**src/rtl/scmp_pkg.sv**
```systemverilog
// Shared SC/MP board constants used by every board-side block.
package scmp_pkg;

  // Board oscillator frequency.
  localparam int CLK_HZ              = 50_000_000;

  // Debounce window is 2^DEB_BITS cycles (about 21 ms at CLK_HZ).
  localparam int DEB_BITS_DEFAULT    = 20;

  // Depth of the metastability synchroniser on raw board inputs (>= 2).
  localparam int SYNC_STAGES_DEFAULT = 2;

endpackage

```
**src/rtl/scmp_debounce.sv**
```systemverilog
// One board input channel: synchroniser, stability counter, debounced level
// and a registered one-cycle pulse on each debounced press.
module scmp_debounce
  import scmp_pkg::*;
#(
  parameter int DEB_BITS    = DEB_BITS_DEFAULT,
  parameter int SYNC_STAGES = SYNC_STAGES_DEFAULT   // must be >= 2
) (
  input  logic clk_50m,
  input  logic rst,
  input  logic btn_n_i,     // raw, asynchronous, active-low
  output logic level_o,     // debounced pressed state, active-high
  output logic rise_o,      // registered pulse in the first cycle level_o reads 1
  output logic rise_set_o   // next-state of rise_o, lets the irq latch set on the same edge
);

  localparam logic [DEB_BITS-1:0] CNT_MAX = '1;

  logic [SYNC_STAGES-1:0] sync_q;
  logic [DEB_BITS-1:0]    cnt_q, cnt_d;
  logic                   level_q, level_d;
  logic                   rise_q, rise_d;
  logic                   sample;

  // Oldest synchroniser stage is the first metastability-safe copy.
  assign sample = ~sync_q[SYNC_STAGES-1];

  // Count consecutive cycles the sample disagrees with the level; the
  // all-ones count resolves to a level update, so the counter never wraps.
  always_comb begin
    cnt_d   = cnt_q;
    level_d = level_q;
    rise_d  = 1'b0;
    if (sample == level_q) begin
      cnt_d = '0;
    end else if (cnt_q != CNT_MAX) begin
      cnt_d = cnt_q + 1'b1;
    end else begin
      level_d = sample;
      cnt_d   = '0;
      rise_d  = sample;
    end
  end

  // Synchroniser chain, counter, level and pulse registers; reset is the
  // idle (unpressed) state.
  always_ff @(posedge clk_50m) begin
    if (rst) begin
      sync_q  <= '1;
      cnt_q   <= '0;
      level_q <= 1'b0;
      rise_q  <= 1'b0;
    end else begin
      sync_q  <= {sync_q[SYNC_STAGES-2:0], btn_n_i};
      cnt_q   <= cnt_d;
      level_q <= level_d;
      rise_q  <= rise_d;
    end
  end

  assign level_o    = level_q;
  assign rise_o     = rise_q;
  assign rise_set_o = rise_d;

endmodule

```
**src/rtl/scmp_sense_in.sv**
```systemverilog
// Board-side input conditioner: N_IN debounced channels plus a latched
// interrupt request for SC/MP sense A, held until the CPU acknowledges.
module scmp_sense_in
  import scmp_pkg::*;
#(
  parameter int N_IN        = 4,
  parameter int DEB_BITS    = DEB_BITS_DEFAULT,
  parameter int SYNC_STAGES = SYNC_STAGES_DEFAULT,
  parameter int IRQ_IDX     = 0
) (
  input  logic            clk_50m,
  input  logic            rst,
  input  logic [N_IN-1:0] btn_n,
  output logic [N_IN-1:0] level,
  output logic [N_IN-1:0] rise,
  output logic            irq_req,
  input  logic            irq_ack
);

  logic [N_IN-1:0] rise_set;
  logic            irq_req_q, irq_req_d;

  for (genvar g = 0; g < N_IN; g++) begin : g_ch
    scmp_debounce #(
      .DEB_BITS    (DEB_BITS),
      .SYNC_STAGES (SYNC_STAGES)
    ) u_deb (
      .clk_50m    (clk_50m),
      .rst        (rst),
      .btn_n_i    (btn_n[g]),
      .level_o    (level[g]),
      .rise_o     (rise[g]),
      .rise_set_o (rise_set[g])
    );
  end

  // A press sets the request on the same edge as its rise pulse and keeps
  // it set while the pulse is visible, so an ack landing on either of those
  // edges cannot swallow the new event.
  always_comb begin
    irq_req_d = irq_req_q;
    if (rise_set[IRQ_IDX] || rise[IRQ_IDX]) begin
      irq_req_d = 1'b1;
    end else if (irq_ack) begin
      irq_req_d = 1'b0;
    end
  end

  // Interrupt request latch.
  always_ff @(posedge clk_50m) begin
    if (rst) begin
      irq_req_q <= 1'b0;
    end else begin
      irq_req_q <= irq_req_d;
    end
  end

  assign irq_req = irq_req_q;

endmodule
```
**config.mk**
```make
export PLATFORM = sky130hd
export DESIGN_NAME = scmp_sense_in
export DESIGN_NICKNAME = d
export VERILOG_FILES = /design/src/rtl/scmp_pkg.sv /design/src/rtl/scmp_debounce.sv /design/src/rtl/scmp_sense_in.sv
export SDC_FILE = /design/constraint.sdc
export NUM_CORES = 1
export LEC_CHECK = 0
export CAP_MARGIN = 30
export CELL_PAD_IN_SITES_DETAIL_PLACEMENT = 0
export CELL_PAD_IN_SITES_GLOBAL_PLACEMENT = 1
export CORE_MARGIN = 3
export CORE_UTILIZATION = 42
export DETAILED_ROUTE_END_ITERATION = 12
export PLACE_DENSITY = 0.8
export SYNTH_ARGS = -nofsm -noshare
export SYNTH_HDL_FRONTEND = slang
export SYNTH_SLANG_ARGS = --single-unit
```
**constraint.sdc**
```tcl
create_clock -name clk_50m -period 1.9 [get_ports clk_50m]
set_input_delay 0.57 -clock clk_50m [delete_from_list [all_inputs] [get_ports clk_50m]]
set_output_delay 0.57 -clock clk_50m [all_outputs]
set_load 0.1 [all_outputs]
```
==> reports/metrics.cfg, run 1 <==
[clocking]
clk_latency_ps=360
cts_buffers=9
numClockSinks=97
cts_tree=yes
clock_path_buffers=2
ctsHtreeMaxLevel=3
clk_pin_slew_ps=90
clockRootBuffer=clkbuf_8

[synthesis]
ys_seq_area_share_pct=45.1
ys_warn_count=0
syn_inst=487
synth_edf_count=0
yosysTopAreaCellShare_pct=45.1
ys.flop_type=dfxtp_1
yosysTopAreaCell=dfxtp_1
synth.distinct_cells=47
netlist_area_um2=4310
synth_nets=498
synthTopCellsByArea=dfxtp_1 (45%), xnor2_1 (7.1%), nor2_1 (5.8%)
avgSynthCellArea_um2=8.84
yosys_register_bits=97
synthArstFlopShare_pct=0

[sta]
hold_violations=0
finalMaxSlewViolations=0
tightest_slew_ps=397
fin_crit_sh_pct=94.4
fmax_mhz=557
timing.setup.tns_ps=0
fin_ws_ps=106
slew_headroom_pct=73.3
clock_skew_ps=5.69
rsz0062_at_grt=no
finalSetupViolations=0
min_period_ps=1790

[pwr]
vdd_drop_max_mv=0.382
p_leak_nw=1.71
p_per_area_nw_per_um2=679

[run]
maxCapViolCount=0

[placement]
portBuffers=15
detailedPlacementHpwl_mm=5.96
placed_area_um2=4980
place_ws_ps=-1.98
gp_congestion=0.742

[cells_and_area]
fin_area_um2=5220
drive_gt1_share_pct=18.7
postLayoutCoreUtil_pct=52.9
fin_nets=552
n_antenna_cell=0
area_growth_pct=21.2

[detailed_routing]
drt_first_pass_iters=4
ant_nets=0
post_drt_wl_per_cell_um=12.0
drt_iter0_drc=76
remaining_drc_errors=0
wl_mm=8.17
vias=3391
avgViaCountPerCell=5.00

[outcome]
status=finished, final reports clean

[floorplan]
dieArea_um2=11500
start_util_pct=43.7
die_y_um=107
core_um2=9860
die_x_um=107
row_count=36
io_pins=16

[global_route]
grt_pass1_vias=3223
grt_usage_pct=15.6
grt_max_degree=19
grt_pass1_wl_mm=14.6
grt_overflow=0
antenna_found_initial=0

[worst_setup_path]
worstPathArrival_ps=2090
crit_path_end_kind=flop
cp_max_fo=6
worst-endpoint-required_ps=2200
path_class=reg2reg
crit_path_start_kind=flop

[worst_hold_path]
hp-class=reg2reg

cell usage after synthesis, types with 2 or more instances:
cell type	count
a21oi_1	23
a31o_2	2
a31oi_1	2
a41o_1	2
and2_1	8
and3_1	13
and4_1	5
buf_2	6
buf_4	9
clkbuf_1	7
dfxtp_1	97
ha_1	4
inv_1	17
nand2_1	22
nand2b_1	2
nand3_1	31
nand4_1	17
nand4_2	2
nor2_1	67
nor2b_1	2
nor3_1	14
nor4_1	10
o21ai_0	16
o31ai_1	6
or2_1	2
or2_2	11
or3_1	13
or3_2	2
or4_1	5
or4_4	2
xnor2_1	35
xor2_1	18
registers in the layout, summed over array words and instances (netlist names):
signal	count
irq_req	1
g_ch.u_deb.sync_q	8
g_ch.u_deb.rise_o	4
g_ch.u_deb.level_o	4
g_ch.u_deb.cnt_q	80
routing by layer:
metal | share of wire (%) | global-route usage (%)
met5 | 0 | 0
met4 | 2.0 | 6.48
met3 | 2.7 | 3.24
met2 | 45 | 24.6
met1 | 50 | 20.8
report_power, final:
| part | internal [W] | switching (W) | total (W) |
|---|---|---|---|
| sequential | 0.00204 | 0.00000653 | 0.00205 |
| combinational | 0.0000403 | 0.0000309 | 0.0000712 |
| clock | 0.000735 | 0.000692 | 0.00143 |
| total | 0.00282 | 0.000729 | 0.00355 |
cells in the final DEF, fill, tap and decap left out, types with 2 or more instances in the layout:
cell type / count
o31ai_1: 6
nor4_1: 10
buf_4: 47
or2_1: 2
nor3_1: 14
or2_2: 11
or3_1: 13
or3_2: 2
nor2b_1: 2
bufinv_16: 2
nor2_1: 67
buf_12: 12
a31o_2: 2
o21ai_0: 16
ha_1: 4
xor2_1: 18
or4_4: 4
inv_1: 17
a41o_1: 2
and3_1: 13
or4_1: 3
nand4_2: 2
a31oi_1: 2
nand2b_1: 2
clkdlybuf4s50_1: 6
xnor2_1: 35
clkbuf_8: 9
and2_1: 8
a21oi_1: 23
nand2_1: 22
and4_1: 5
nand3_1: 31
nand4_1: 17
dfxtp_1: 97
timing repair:
action	CTS	global route
setup endpoints to repair	9	37
hold buffers	0	0
setup buffers	0	1
pin swaps	1	1
resized for setup	0	2
metrics by stage:
step | hold WS, ps | total power, W | cells
after global placement | 393 | 0.00216 | 662
after global routing | 431 | 0.00369 | 678
after CTS | 418 | 0.00359 | 677
after floorplan | 389 | 0.00213 | 487
after detailed placement | 395 | 0.00217 | 662
final | 416 | 0.00355 | 678
layout make-up:
class / instances / area [µm²]
clock buffers: 10 / 128
multi-input cells: 351 / 2180
clock inverters: 5 / 81.3
fillers: 920 / 4650
flip-flops and latches: 97 / 1940
repair buffers: 65 / 653
inverters: 17 / 63.8
well taps: 133 / 166
critical path: stages (launching register included):
cell	delay (ps)
dfxtp_1	440
nand4_4	130
or4_4	530
or4_4	500
a21oi_2	130
cells by family after synthesis:
family,Yosys count,synth area share (%)
xor gates and xnor gates,53,10.8
AOI/OAI and AO/OA,60,8.98
and+or+nand+nor,234,29.6
adders and majority gates,4,1.16
DFF,97,45.1
buffers and inverters,39,4.36
final timing paths:
path	slack (ps)	startpoint	endpoint	cells after the start
max	110	g_ch[0].u_deb.cnt_q[9]$_SDFF_PP0_	g_ch[0].u_deb.cnt_q[19]$_SDFF_PP0_	4
min	420	g_ch[1].u_deb.sync_q[0]$_SDFF_PP1_	g_ch[1].u_deb.sync_q[1]$_SDFF_PP1_	1
max reg2reg	110	g_ch[0].u_deb.cnt_q[9]$_SDFF_PP0_	g_ch[0].u_deb.cnt_q[19]$_SDFF_PP0_	4
min reg2reg	420	g_ch[1].u_deb.sync_q[0]$_SDFF_PP1_	g_ch[1].u_deb.sync_q[1]$_SDFF_PP1_	1
No activity file was read; power rests on OpenSTA's default activity.
==> run 2, diff against run 1 <==
==> constraint.sdc (replaced) <==
create_clock -name clk_50m -period 1.9 [get_ports clk_50m]
set_input_delay 0.57 -clock clk_50m [delete_from_list [all_inputs] [get_ports clk_50m]]
set_output_delay 0.57 -clock clk_50m [all_outputs]
set_load 0.005 [all_outputs]
==> run 2 against run 1 <==
Net effect:
- design area fell by 1.7%
- total power fell by 0.98%
- non-clock buffer count did not move
- maximum frequency fell by 3.0%
- worst hold slack got worse by 0.74 ps
- highest routed layer unchanged
==> reports/metrics.cfg, run 2 (synthesis gave the netlist of run 1 again) <==
[outcome]
status=finished, final reports clean

[cells_and_area]
top_regs=g_ch.u_deb.cnt_q: 80 flops, g_ch.u_deb.sync_q: 8 flops
most-common-layout-cells=dfxtp_1 (94), nor2_1 (67), buf_4 (47)
final_common_cell=dfxtp_1
area_growth_pct=19.1
fin_nets=552
n_antenna_cell=0
largest_reg_flops=80
drive_gt1_share_pct=17.9
top_register=g_ch.u_deb.cnt_q

[floorplan]
start_util_pct=43.7
dieArea_um2=11500
io_pins=16
core_um2=9860
die_x_um=107
die_y_um=107
row_count=36

[clocking]
clock_path_buffers=2
clk_latency_ps=370
cts_buffers=9
ctsHoldBuffers=0
clockRootBuffer=clkbuf_8
ctsHtreeMaxLevel=3
numClockSinks=97
clk_pin_slew_ps=100
cts_tree=yes

[sta]
rsz0062_at_grt=no
finalSetupViolations=0
finalMaxSlewViolations=0
fmax_mhz=540
clock_skew_ps=12.7
fin_crit_sh_pct=97.4
tightest_slew_ps=369
min_period_ps=1850
hold_violations=0
timing.setup.tns_ps=0
slew_headroom_pct=75.2

[run]
maxCapViolCount=0

[worst_setup_path]
path_class=reg2reg
cp_max_fo=5
crit_path_end_kind=flop
worst-endpoint-required_ps=2200
crit_path_start_kind=flop
worstPathArrival_ps=2150

[detailed_routing]
wl_mm=8.52
vias=3432
drt_first_pass_iters=4
remaining_drc_errors=0
drt_iter0_drc=132
post_drt_wl_per_cell_um=12.6
ant_nets=0
avgViaCountPerCell=5.05

[global_route]
grt_overflow=0
grt_pass1_wl_mm=14.9
grt_pass1_vias=3319
grt_max_degree=19
antenna_found_initial=0
grt_usage_pct=15.9

[pwr]
p_total_w=0.00351
p_leak_nw=1.68
p_per_area_nw_per_um2=684
vdd_drop_max_mv=0.388

[worst_hold_path]
hp-class=reg2reg

[placement]
detailedPlacementHpwl_mm=6.06
portBuffers=15
gp_congestion=0.750

-- run 2: changes by cell type in the layout (fill, tap and decap cells not counted), sizes merged --
cell           before  now
clkinv              2    3
buf                59   50
dlymetal6s2s        0    1
clkinvlp            1    2
clkdlybuf4s50       6   14
bufinv              2    1
-- run 2: area by class of cell --
class	instances	area, µm²
repair buffers	65	566
multi-input cells	351	2180
clock buffers	10	138
flip-flops and latches	97	1950
clock inverters	6	67.6
well taps	133	166
inverters	17	63.8
fillers	922	4730
-- run 2: stage by stage --
stage               hold slack, ps  std cells  setup WS (ps)  instance area (µm²)  utilization, %
detailed placement             392        662           7.34                 4890            49.6
finish                         416        679           49.5                 5130            52.0
floorplan                      389        487           5.66                 4310               -
global route                   435        679          0.314                 5130            52.0
CTS                            416        678           4.24                 5100            51.7
global placement               393        662           17.7                 4890            49.6
-- run 2: worst max-delay path, cell delays in order, from the launching register on --
cell and delay, ps:
dfxtp_1 360, buf_4 140, nand4_1 160, or4_1 610, or3_1 350, a31oi_1 170
-- run 2: final timing paths --
kind         slack (ps)                          startpoint  cells after the start                                  to
max reg2reg          50   g_ch[3].u_deb.cnt_q[2]$_SDFF_PP0_                      5  g_ch[3].u_deb.cnt_q[19]$_SDFF_PP0_
max                  50   g_ch[3].u_deb.cnt_q[2]$_SDFF_PP0_                      5  g_ch[3].u_deb.cnt_q[19]$_SDFF_PP0_
min                 420  g_ch[0].u_deb.sync_q[0]$_SDFF_PP1_                      1  g_ch[0].u_deb.sync_q[1]$_SDFF_PP1_
min reg2reg         420  g_ch[0].u_deb.sync_q[0]$_SDFF_PP1_                      1  g_ch[0].u_deb.sync_q[1]$_SDFF_PP1_
-- run 2: what timing repair did --
item | 4_1_cts | 5_1_grt
setup buffers | 0 | 1
setup endpoints to repair | 9 | 21
gates resized for setup | 1 | 5
pin swaps | 1 | 1
-- run 2: routing by layer --
| metal | vias up | track usage, % | wire [µm] |
|---|---|---|---|
| met1 | 1587 | 19.8 | 4110 |
| li1 | 1799 | - | - |
| met2 | 37 | 26.2 | 3990 |
| met5 | - | 0 | 0 |
| met4 | 0 | 4.47 | 102 |
| met3 | 9 | 5.28 | 319 |
-- run 2: power by group --
part           total (W)  internal [W]  switching (W)
clock network    0.00139      0.000647       0.000743
logic          0.0000726     0.0000403      0.0000323
registers        0.00205       0.00204     0.00000672
==> run 3, diff against run 2 <==
--- a/config.mk
+++ b/config.mk
@@ -5,7 +5,6 @@
 export SDC_FILE = /design/constraint.sdc
 export NUM_CORES = 1
 export LEC_CHECK = 0
-export CAP_MARGIN = 30
 export CELL_PAD_IN_SITES_DETAIL_PLACEMENT = 0
 export CELL_PAD_IN_SITES_GLOBAL_PLACEMENT = 1
 export CORE_MARGIN = 3
@@ -15,3 +14,4 @@
 export SYNTH_ARGS = -nofsm -noshare
 export SYNTH_HDL_FRONTEND = slang
 export SYNTH_SLANG_ARGS = --single-unit
+export TNS_END_PERCENT = 30
==> results of run 3 <==
The final DEF is identical to that of run 2; final timing and power are the same.
